==> config.mk <==
export PLATFORM = sky130hd
export DESIGN_NAME = flash_bus_arb_flat
export DESIGN_NICKNAME = d
export VERILOG_FILES = /design/src/rtl/flash_bus_pkg.sv /design/src/rtl/flash_bus_arb_if.sv /design/src/rtl/flash_rr_arb.sv /design/src/rtl/flash_bus_arb.sv /design/src/flat_wrapper.sv
export SDC_FILE = /design/constraint.sdc
export NUM_CORES = 1
export LEC_CHECK = 0
export BUFFER_PORTS_ARGS = -buffer_cell sky130_fd_sc_hd__buf_2
export CAP_MARGIN = 40
export CORE_MARGIN = 1.5
export CORE_UTILIZATION = 30
export CTS_CLUSTER_DIAMETER = 200
export DETAILED_ROUTE_END_ITERATION = 12
export PLACE_DENSITY = 0.6
export SLEW_MARGIN = 40
export SYNTH_ARGS = -nofsm -noshare
export SYNTH_HDL_FRONTEND = slang
export SYNTH_SLANG_ARGS = --single-unit
==> constraint.sdc <==
create_clock -name sys_clk -period 4 [get_ports sys_clk]
set_input_delay 0.8 -clock sys_clk [delete_from_list [all_inputs] [get_ports sys_clk]]
set_output_delay 0.8 -clock sys_clk [all_outputs]
set_load 0.02 [all_outputs]
==> src/rtl/flash_bus_pkg.sv <==
// Shared definitions for the NOR flash bus arbiter.
// Holds the sequencer state encoding, default strobe timing, the flash data
// width and the phase counter type used by flash_bus_arb.
package flash_bus_pkg;

  localparam int DATA_WIDTH    = 16;
  localparam int CNT_WIDTH     = 4;
  localparam int DEF_ADR_WIDTH = 24;

  localparam int DEF_RD_CYCLES = 6;
  localparam int DEF_WR_SETUP  = 1;
  localparam int DEF_WR_PULSE  = 4;
  localparam int DEF_WR_HOLD   = 1;

  typedef logic [CNT_WIDTH-1:0] cnt_t;

  typedef enum logic [2:0] {
    ST_IDLE = 3'd0,
    ST_RD   = 3'd1,
    ST_WS   = 3'd2,
    ST_WP   = 3'd3,
    ST_WH   = 3'd4,
    ST_ACK  = 3'd5
  } state_e;

  // Converts a cycle-count parameter into a counter reload value.
  function automatic cnt_t phase_len(input int cycles);
    return cnt_t'(cycles);
  endfunction

endpackage

==> src/rtl/flash_bus_arb_if.sv <==
// Master-side handshake bundle of the flash bus arbiter.
// Port 0 (req0/we0/adr0/dw0/ack0) is the JTAG flasher, port 1 the CPU.
// dr is the shared read-data return, rr_ptr shows which port currently
// has round-robin priority.
//   master modport: drives requests, receives ack/dr/rr_ptr
//   slave  modport: the arbiter's view
interface flash_bus_arb_if #(
  parameter int ADR_WIDTH = flash_bus_pkg::DEF_ADR_WIDTH
) ();
  import flash_bus_pkg::*;

  logic                  req0;
  logic                  req1;
  logic                  we0;
  logic                  we1;
  logic [ADR_WIDTH-1:0]  adr0;
  logic [ADR_WIDTH-1:0]  adr1;
  logic [DATA_WIDTH-1:0] dw0;
  logic [DATA_WIDTH-1:0] dw1;
  logic                  ack0;
  logic                  ack1;
  logic [DATA_WIDTH-1:0] dr;
  logic                  rr_ptr;

  modport master (
    output req0, req1, we0, we1, adr0, adr1, dw0, dw1,
    input  ack0, ack1, dr, rr_ptr
  );

  modport slave (
    input  req0, req1, we0, we1, adr0, adr1, dw0, dw1,
    output ack0, ack1, dr, rr_ptr
  );

endinterface

==> src/rtl/flash_rr_arb.sv <==
// Two-way round-robin arbiter.
//   clk, rst_n : clock, asynchronous active-low reset
//   req[1:0]   : request levels
//   en         : grant enable; gnt is only produced while en is high
//   gnt[1:0]   : one-hot grant (combinational)
//   ptr        : registered priority pointer, the port not granted last
//                (resets to port 0)
module flash_rr_arb (
  input  logic       clk,
  input  logic       rst_n,
  input  logic [1:0] req,
  input  logic       en,
  output logic [1:0] gnt,
  output logic       ptr
);

  logic ptr_q;
  logic ptr_d;

  always_comb begin
    gnt   = 2'b00;
    ptr_d = ptr_q;
    if (en) begin
      case (req)
        2'b01:   gnt = 2'b01;
        2'b10:   gnt = 2'b10;
        2'b11:   gnt = ptr_q ? 2'b10 : 2'b01;
        default: gnt = 2'b00;
      endcase
      // After serving port n, priority passes to the other port.
      if (|req) ptr_d = gnt[0];
    end
  end

  always_ff @(posedge clk or negedge rst_n) begin
    if (!rst_n) ptr_q <= 1'b0;
    else        ptr_q <= ptr_d;
  end

  assign ptr = ptr_q;

endmodule

==> src/rtl/flash_bus_arb.sv <==
// Arbiter and cycle sequencer for the shared asynchronous NOR flash bus.
// Grants one single-word access at a time to port 0 (JTAG flasher) or
// port 1 (CPU), generates oe_n/we_n strobes with parameterised timing,
// registers read data and synchronises the flash ready/busy line.
//   sys_clk, sys_rst_n : clock, asynchronous active-low reset
//   bus                : master handshake bundle (slave side)
//   flash_adr          : flash word address
//   flash_d_i/d_o/d_oe : data pad in/out/output-enable
//   flash_oe_n/we_n    : flash strobes
//   flash_sts          : asynchronous ready/busy from the flash
//   sts_ready          : flash_sts after a 2-flop synchroniser
//   busy               : sequencer not idle
module flash_bus_arb
  import flash_bus_pkg::*;
#(
  parameter int ADR_WIDTH = DEF_ADR_WIDTH,
  parameter int RD_CYCLES = DEF_RD_CYCLES,
  parameter int WR_SETUP  = DEF_WR_SETUP,
  parameter int WR_PULSE  = DEF_WR_PULSE,
  parameter int WR_HOLD   = DEF_WR_HOLD
) (
  input  logic                  sys_clk,
  input  logic                  sys_rst_n,
  flash_bus_arb_if.slave        bus,
  output logic [ADR_WIDTH-1:0]  flash_adr,
  input  logic [DATA_WIDTH-1:0] flash_d_i,
  output logic [DATA_WIDTH-1:0] flash_d_o,
  output logic                  flash_d_oe,
  output logic                  flash_oe_n,
  output logic                  flash_we_n,
  input  logic                  flash_sts,
  output logic                  sts_ready,
  output logic                  busy
);

  state_e                state_q, state_d;
  cnt_t                  cnt_q, cnt_d;
  logic                  port_q, port_d;
  logic [ADR_WIDTH-1:0]  adr_q, adr_d;
  logic [DATA_WIDTH-1:0] dat_q, dat_d;
  logic [DATA_WIDTH-1:0] dr_q, dr_d;
  logic                  sts_meta_q, sts_meta_d;
  logic                  sts_sync_q, sts_sync_d;
  logic [1:0]            gnt;
  logic                  arb_en;
  logic                  win_we;
  logic                  rr_ptr;

  assign arb_en = (state_q == ST_IDLE);

  flash_rr_arb u_rr (
    .clk   (sys_clk),
    .rst_n (sys_rst_n),
    .req   ({bus.req1, bus.req0}),
    .en    (arb_en),
    .gnt   (gnt),
    .ptr   (rr_ptr)
  );

  assign win_we = gnt[1] ? bus.we1 : bus.we0;

  // Next-state logic. The phase counter is reloaded on every state entry and
  // a timed phase ends in the cycle where the counter reads 1.
  always_comb begin
    state_d    = state_q;
    cnt_d      = cnt_q;
    port_d     = port_q;
    adr_d      = adr_q;
    dat_d      = dat_q;
    dr_d       = dr_q;
    sts_meta_d = flash_sts;
    sts_sync_d = sts_meta_q;
    case (state_q)
      ST_IDLE: begin
        if (|gnt) begin
          port_d = gnt[1];
          adr_d  = gnt[1] ? bus.adr1 : bus.adr0;
          dat_d  = gnt[1] ? bus.dw1 : bus.dw0;
          if (win_we) begin
            state_d = ST_WS;
            cnt_d   = phase_len(WR_SETUP);
          end else begin
            state_d = ST_RD;
            cnt_d   = phase_len(RD_CYCLES);
          end
        end
      end
      ST_RD: begin
        if (cnt_q == cnt_t'(1)) begin
          dr_d    = flash_d_i;
          state_d = ST_ACK;
          cnt_d   = cnt_t'(1);
        end else begin
          cnt_d = cnt_q - cnt_t'(1);
        end
      end
      ST_WS: begin
        if (cnt_q == cnt_t'(1)) begin
          state_d = ST_WP;
          cnt_d   = phase_len(WR_PULSE);
        end else begin
          cnt_d = cnt_q - cnt_t'(1);
        end
      end
      ST_WP: begin
        if (cnt_q == cnt_t'(1)) begin
          state_d = ST_WH;
          cnt_d   = phase_len(WR_HOLD);
        end else begin
          cnt_d = cnt_q - cnt_t'(1);
        end
      end
      ST_WH: begin
        if (cnt_q == cnt_t'(1)) begin
          state_d = ST_ACK;
          cnt_d   = cnt_t'(1);
        end else begin
          cnt_d = cnt_q - cnt_t'(1);
        end
      end
      ST_ACK: begin
        state_d = ST_IDLE;
        cnt_d   = cnt_t'(1);
      end
      default: begin
        state_d = ST_IDLE;
        cnt_d   = cnt_t'(1);
      end
    endcase
  end

  always_ff @(posedge sys_clk or negedge sys_rst_n) begin
    if (!sys_rst_n) begin
      state_q    <= ST_IDLE;
      cnt_q      <= cnt_t'(1);
      port_q     <= 1'b0;
      adr_q      <= '0;
      dat_q      <= '0;
      dr_q       <= '0;
      sts_meta_q <= 1'b0;
      sts_sync_q <= 1'b0;
    end else begin
      state_q    <= state_d;
      cnt_q      <= cnt_d;
      port_q     <= port_d;
      adr_q      <= adr_d;
      dat_q      <= dat_d;
      dr_q       <= dr_d;
      sts_meta_q <= sts_meta_d;
      sts_sync_q <= sts_sync_d;
    end
  end

  // Strobes decode straight from the state register so that an asynchronous
  // reset releases the bus immediately, and oe_n/we_n can never overlap.
  assign flash_oe_n = (state_q != ST_RD);
  assign flash_we_n = (state_q != ST_WP);
  assign flash_d_oe = (state_q == ST_WS) || (state_q == ST_WP) || (state_q == ST_WH);
  assign busy       = (state_q != ST_IDLE);
  assign flash_adr  = adr_q;
  assign flash_d_o  = dat_q;
  assign sts_ready  = sts_sync_q;

  assign bus.ack0   = (state_q == ST_ACK) && !port_q;
  assign bus.ack1   = (state_q == ST_ACK) && port_q;
  assign bus.dr     = dr_q;
  assign bus.rr_ptr = rr_ptr;

endmodule
==> src/flat_wrapper.sv <==
// flat-port wrapper written by rule: the top's interface ports become plain ports
module flash_bus_arb_flat import flash_bus_pkg::*;
#(
  parameter int ADR_WIDTH = DEF_ADR_WIDTH,
  parameter int RD_CYCLES = DEF_RD_CYCLES,
  parameter int WR_SETUP  = DEF_WR_SETUP,
  parameter int WR_PULSE  = DEF_WR_PULSE,
  parameter int WR_HOLD   = DEF_WR_HOLD
)
  (sys_clk, sys_rst_n, flash_adr, flash_d_i, flash_d_o, flash_d_oe, flash_oe_n, flash_we_n, flash_sts, sts_ready, busy, bus_req0, bus_req1, bus_we0, bus_we1, bus_adr0, bus_adr1, bus_dw0, bus_dw1, bus_ack0, bus_ack1, bus_dr, bus_rr_ptr);
  flash_bus_arb_if #(.ADR_WIDTH(ADR_WIDTH)) bus_i ();
  input  logic sys_clk;
  input  logic sys_rst_n;
  output logic [ADR_WIDTH-1:0] flash_adr;
  input  logic [DATA_WIDTH-1:0] flash_d_i;
  output logic [DATA_WIDTH-1:0] flash_d_o;
  output logic flash_d_oe;
  output logic flash_oe_n;
  output logic flash_we_n;
  input  logic flash_sts;
  output logic sts_ready;
  output logic busy;
  input wire logic [$bits(bus_i.req0)-1:0] bus_req0;
  input wire logic [$bits(bus_i.req1)-1:0] bus_req1;
  input wire logic [$bits(bus_i.we0)-1:0] bus_we0;
  input wire logic [$bits(bus_i.we1)-1:0] bus_we1;
  input wire logic [$bits(bus_i.adr0)-1:0] bus_adr0;
  input wire logic [$bits(bus_i.adr1)-1:0] bus_adr1;
  input wire logic [$bits(bus_i.dw0)-1:0] bus_dw0;
  input wire logic [$bits(bus_i.dw1)-1:0] bus_dw1;
  output wire logic [$bits(bus_i.ack0)-1:0] bus_ack0;
  output wire logic [$bits(bus_i.ack1)-1:0] bus_ack1;
  output wire logic [$bits(bus_i.dr)-1:0] bus_dr;
  output wire logic [$bits(bus_i.rr_ptr)-1:0] bus_rr_ptr;
  assign bus_i.req0 = bus_req0;
  assign bus_i.req1 = bus_req1;
  assign bus_i.we0 = bus_we0;
  assign bus_i.we1 = bus_we1;
  assign bus_i.adr0 = bus_adr0;
  assign bus_i.adr1 = bus_adr1;
  assign bus_i.dw0 = bus_dw0;
  assign bus_i.dw1 = bus_dw1;
  assign bus_ack0 = bus_i.ack0;
  assign bus_ack1 = bus_i.ack1;
  assign bus_dr = bus_i.dr;
  assign bus_rr_ptr = bus_i.rr_ptr;
  flash_bus_arb #(.ADR_WIDTH(ADR_WIDTH), .RD_CYCLES(RD_CYCLES), .WR_SETUP(WR_SETUP), .WR_PULSE(WR_PULSE), .WR_HOLD(WR_HOLD)) u_core (.sys_clk(sys_clk), .sys_rst_n(sys_rst_n), .bus(bus_i), .flash_adr(flash_adr), .flash_d_i(flash_d_i), .flash_d_o(flash_d_o), .flash_d_oe(flash_d_oe), .flash_oe_n(flash_oe_n), .flash_we_n(flash_we_n), .flash_sts(flash_sts), .sts_ready(sts_ready), .busy(busy));
endmodule
# == Yosys cells after proc, flatten, opt, wreduce, memory -nomap -nowiden ==
# Index checks and enable logic that the tools add are counted.
# totals
reg_bits,67
in_bits,103
output_inout_bits,64
# op_classes
addsub,1
n_eq_ne,15
n_mux,17
reduce_logical,15
# op_table
operator,count
$mux 24,1
$mux 16,1
$mux 3,5
$mux 4,3
$pmux 3 s4,1
$pmux 4 s3,1
$eq 3x2->1 const B,2
$eq 3x3->1 const B,2
$mux 2,3
$ne 2x1->1 const B,3
$pmux 2 s3,1
$reduce_and 2->1,3
$reduce_or 2->1,3
$eq 2x2->1 const B,2
$eq 4x1->1 const B,1
$reduce_and 4->1,1
$sub 4x1->4 const B,1
$eq 3x1->1 const B,1
$logic_not 3->1,1
$ne 3x1->1 const B,1
$ne 3x2->1 const B,1
$reduce_bool 3->1,1
$reduce_or 3->1,1
$eq 2x1->1 const B,1
5 further kinds,7

# == Longest topological paths before layout ==
# depth
depth_word,7
depth_mapped,7
mapped_depth_nobuf,6

# == Modules after synthesis ==
# Synthesis repeated with hierarchy kept, for this count alone.
# unflattened
hier_cells,289
hier_area_um2,3273.1
# modules_own_cells
mod,n_inst,cells_each,area_per_inst_um2
flash_bus_arb,1,281,3211.8
flash_rr_arb,1,8,61.3

# == Worst setup path before layout ==
# OpenSTA, ideal clock, no wires.
# synth_path
path_kind,register to output
from,reg u_core.state_q[0]
to,out bus_ack0
arrival_ps,1383
required_time_ps,3200
setup_slack_ps,1817
stages_incl_launch_ff,3
n_path_buf,1
cell_sequence,dfrtp_1 clkbuf_1 nor4bb_1
# synth_between
elab_chain_len,2
# synth_lines
element,line,source
start: declaration,flash_bus_arb.sv:36,"state_e state_q, state_d;"
start signal: assignment,flash_bus_arb.sv:143,state_q <= state_d;
$eq 3x3->1,flash_bus_arb.sv:164,assign bus.ack0 = (state_q == ST_ACK) && !port_q;
$logic_and 1x1->1,flash_bus_arb.sv:164,
end: declaration,flat_wrapper.sv:31,output wire logic [$bits(bus_i.ack0)-1:0] bus_ack0;
# Every way passes these cells.

# == Final worst setup path ==
# layout_path
from,reg u_core.state_q[1]
to,out flash_d_oe
# layout_between
elab_chain_len,3
elab_cells_between_ends,5
# layout_lines
element,line,source
$eq 3x2->1,flash_bus_arb.sv:158,assign flash_d_oe = (state_q == ST_WS) || (state_q == ST_WP) || (state_q == ST_WH);
$logic_or 1x1->1,flash_bus_arb.sv:158,
$logic_or 1x1->1 *,flash_bus_arb.sv:158,
end: declaration,flat_wrapper.sv:17,output logic flash_d_oe;
# Mark *: on every way between the ends. The rest lies on a longest branch, timed or not.

==> run_results.csv <==
group,metric,value,unit
timing,fin_hold_ws,356,ps
synth,synth_area,3150,sq um
setup_path,r2r_end,"u_core.flash_d_o[10]",
power,clock_power_share,18.7,%
clock_tree,worst_skew_pair.late_latency,340,ps
clock_tree,hold_buffers,0,
setup_path,critical_path.startpoint,"u_core.state_q[1]",
setup_path,end_kind,"output pin",
finish,diodes,0,
min_path,hp-class,"register to register",
placement,dp_hpwl,5440,microns
timing,final.setup_skew,7.38,ps
timing,slew_violations,0,
global_routing,grt_pass1_vias,2640,
global_routing,grt_usage,13.7,%
setup_path,startpoint_type,"register",
power,switching_share,41.5,%
clock_tree,clk_pin_slew,70,ps
floorplan,die_w,106,microns
floorplan,initial_utilization,30.7,%
synth,seq_area_frac_synth,53.2,%
finish,finalNetCount,560,
placement,portBuffers,166,
synth,yosysTopAreaCellShare,52.4,%
routing,wl_met3,572,microns
routing,remaining_drc_errors,0,
global_routing,grt_pass1_wl,12200,microns
synth,ys_ff_latch,67,
power,ir_drop,0.277,mV
routing,totalWireLength,7390,microns
timing,tightestPinTransition,743,ps
global_routing,grt_overflow,0,
routing,drt-wirelength-per-cell,12.4,microns
power,pwr-share-seq,35.8,%
synth,synthCells,294,
floorplan,coreArea,10300,sq um
min_path,worstHoldPathCells,0,
routing,met1_length,3320,microns
floorplan,fp.dieArea,11100,sq um
setup_path,path_max_fanout,13,
finish,final_common_cell,"buf_2",
power,combPwrFrac,45.5,%
setup_path,required,3200,ps
power,p_per_area,760,nW/um^2
timing,max_freq,416,MHz
timing,max-slew-margin-rel,50.5,%
timing,setup_viol,0,
synth,syn_area_per_cell,10.7,sq um
status,status,"complete, no violations",
synth,syn-num-nets,399,
floorplan,dieHeight,106,microns
setup_path,cp_data_arrival_time,1600,ps
setup_path,reg2reg_depth,6,
floorplan,pin_count,167,
min_path,min_to,"u_core.sts_ready",
clock_tree,cts-htree-levels,3,
placement,dpl.cell_count,580,
global_routing,grt_max_degree,82,
routing,route.met2.wl,3380,microns
clock_tree,cts_setup_buffers,0,
global_routing,grt_antenna_before_repair,0,
timing,grt_setup_unrepaired,"false",
clock_tree,cts_buffers,9,
routing,avgViaCountPerCell,4.50,
clock_tree,cts_buffer_depth,2,
finish,drive_above_1_share,41.7,%
routing,dr_total_vias,2683,
power,power.leakage,2.34,nW
synth,synth_warnings,0,
flow_run,maxCapViolations,0,
setup_path,timing.rr.start,"u_core.state_q[1]",
clock_tree,clockRootBuffer,"clkbuf_8",
power,p_int,1.93,mW
power,p_sw,1.37,mW
synth,ys_types,41,
finish,final_cell_mix,"buf_2 (165), dfrtp_1 (66), nand2_1 (46)",
timing,tns,0,ps
clock_tree,cts_resized,0,
timing,layout_min_cycle_time,2400,ps
clock_tree,clock-sinks,67,
finish,final_cells,596,
finish,syn_to_final_growth,37.4,%
timing,finalCritPeriodShare,60.1,%
floorplan,rows,37,
synth,synth_area_leaders,"dfrtp_1 (52%), mux2i_1 (13%), o21ai_1 (7.0%)",
routing,drtPass1Iterations,4,
routing,ant_nets,0,
synth,synth_top_area_cell,"dfrtp_1",
setup_path,ff2ff_setup_slack,2100,ps
routing,drt_iter0_drc,60,
timing,hold_violations,0,
routing,highest_layer,"met4",
setup_path,crit_type,"register to output pin",
placement,gp_congestion,0.708,
min_path,hold_start,"u_core.sts_meta_q",
clock_tree,cts_tree,"built",
[power by group through the flow]
stage	sequential [mW]	combinational [mW]	clock, mW
CTS	1.18	1.52	0.639
floorplan	1.46	0.757	0
finish	1.18	1.50	0.615
detailed placement	1.19	1.53	0
global route	1.22	1.65	0.679
global placement	1.19	1.50	0
[per-stage QoR]
stage / setup slack (ps) / power (mW) / util, % / area [sq um]
global placement: 1370 / 2.68 / 40.0 / 4110
CTS: 1570 / 3.34 / 42.1 / 4330
detailed placement: 1620 / 2.72 / 40.0 / 4110
floorplan: 1820 / 2.22 / - / 3150
finish: 1600 / 3.29 / 42.1 / 4330
global route: 1460 / 3.55 / 42.1 / 4330
[routing by layer]
layer	up-vias	GRT usage (%)
met5	-	0
li1	1354	-
met3	10	4.76
met1	1215	16.8
met4	0	5.12
met2	104	22.1
[synth_stat cells, drive strengths merged]
cell type	instances
or3	1
o31ai	1
o21a	1
inv	4
nand2b	5
ha	2
nand3b	1
clkbuf	12
o21ai	47
nor2	5
nor3b	1
a211o	1
a32o	1
buf	8
a21oi	4
or2b	1
or4b	1
xor2	1
dfrtp	66
mux2	16
and3	2
nor3	6
nor2b	2
o211ai	1
and4b	1
a2111oi	1
mux2i	41
dfstp	1
nor4b	1
nand2	48
a2bb2oi	1
a31oi	3
a21boi	1
a211oi	1
nor4bb	1
or3b	2
nand3	2
[cell type report]
class	count	area (sq um)
multi-input combinational	203	1390
clock inverter	6	90.1
sequential	67	1680
inverter	4	15.0
tap	136	170
fill	1053	5950
clock buffer	10	128
timing repair buffer	170	863
[registers in the layout, summed over array words and instances, names as in the netlist]
name / flops
u_core.sts_meta_q: 1
u_core.state_q: 3
u_core.bus.dr: 16
u_core.sts_ready: 1
u_core.cnt_q: 4
u_core.flash_d_o: 16
u_core.flash_adr: 24
u_core.u_rr.ptr: 1
u_core.port_q: 1
[kinds of logic (layout without fill, tap and decap cells)]
| group | after synthesis | count (layout) | synth area share (%) |
|---|---|---|---|
| XOR/XNOR | 1 | 1 | 0.278 |
| adder cells (fa/ha/maj) | 2 | 2 | 0.794 |
| buffers and inverters | 24 | 190 | 3.37 |
| AND/OR/NAND/NOR | 80 | 80 | 12.4 |
| AO/OA/AOI/OAI | 63 | 63 | 11.2 |
| multiplexers | 57 | 57 | 18.7 |
| flip-flops | 67 | 67 | 53.2 |
[worst max path at each step]
stage	end	slack [ps]	cells after the start
floorplan	bus_ack0	1820	2
global placement	u_core.flash_d_o[6]	1370	6
detailed placement	u_core.flash_d_o[1]	1620	6
CTS	flash_d_oe	1570	3
global route	busy	1460	4
finish	flash_d_oe	1600	3
[worst max-delay path: stages (launching register included)]
cell and delay [ps]:
dfrtp_1 530, or3b_1 490, nand2_1 100, buf_2 160
Power figures use the tool's default switching activity.
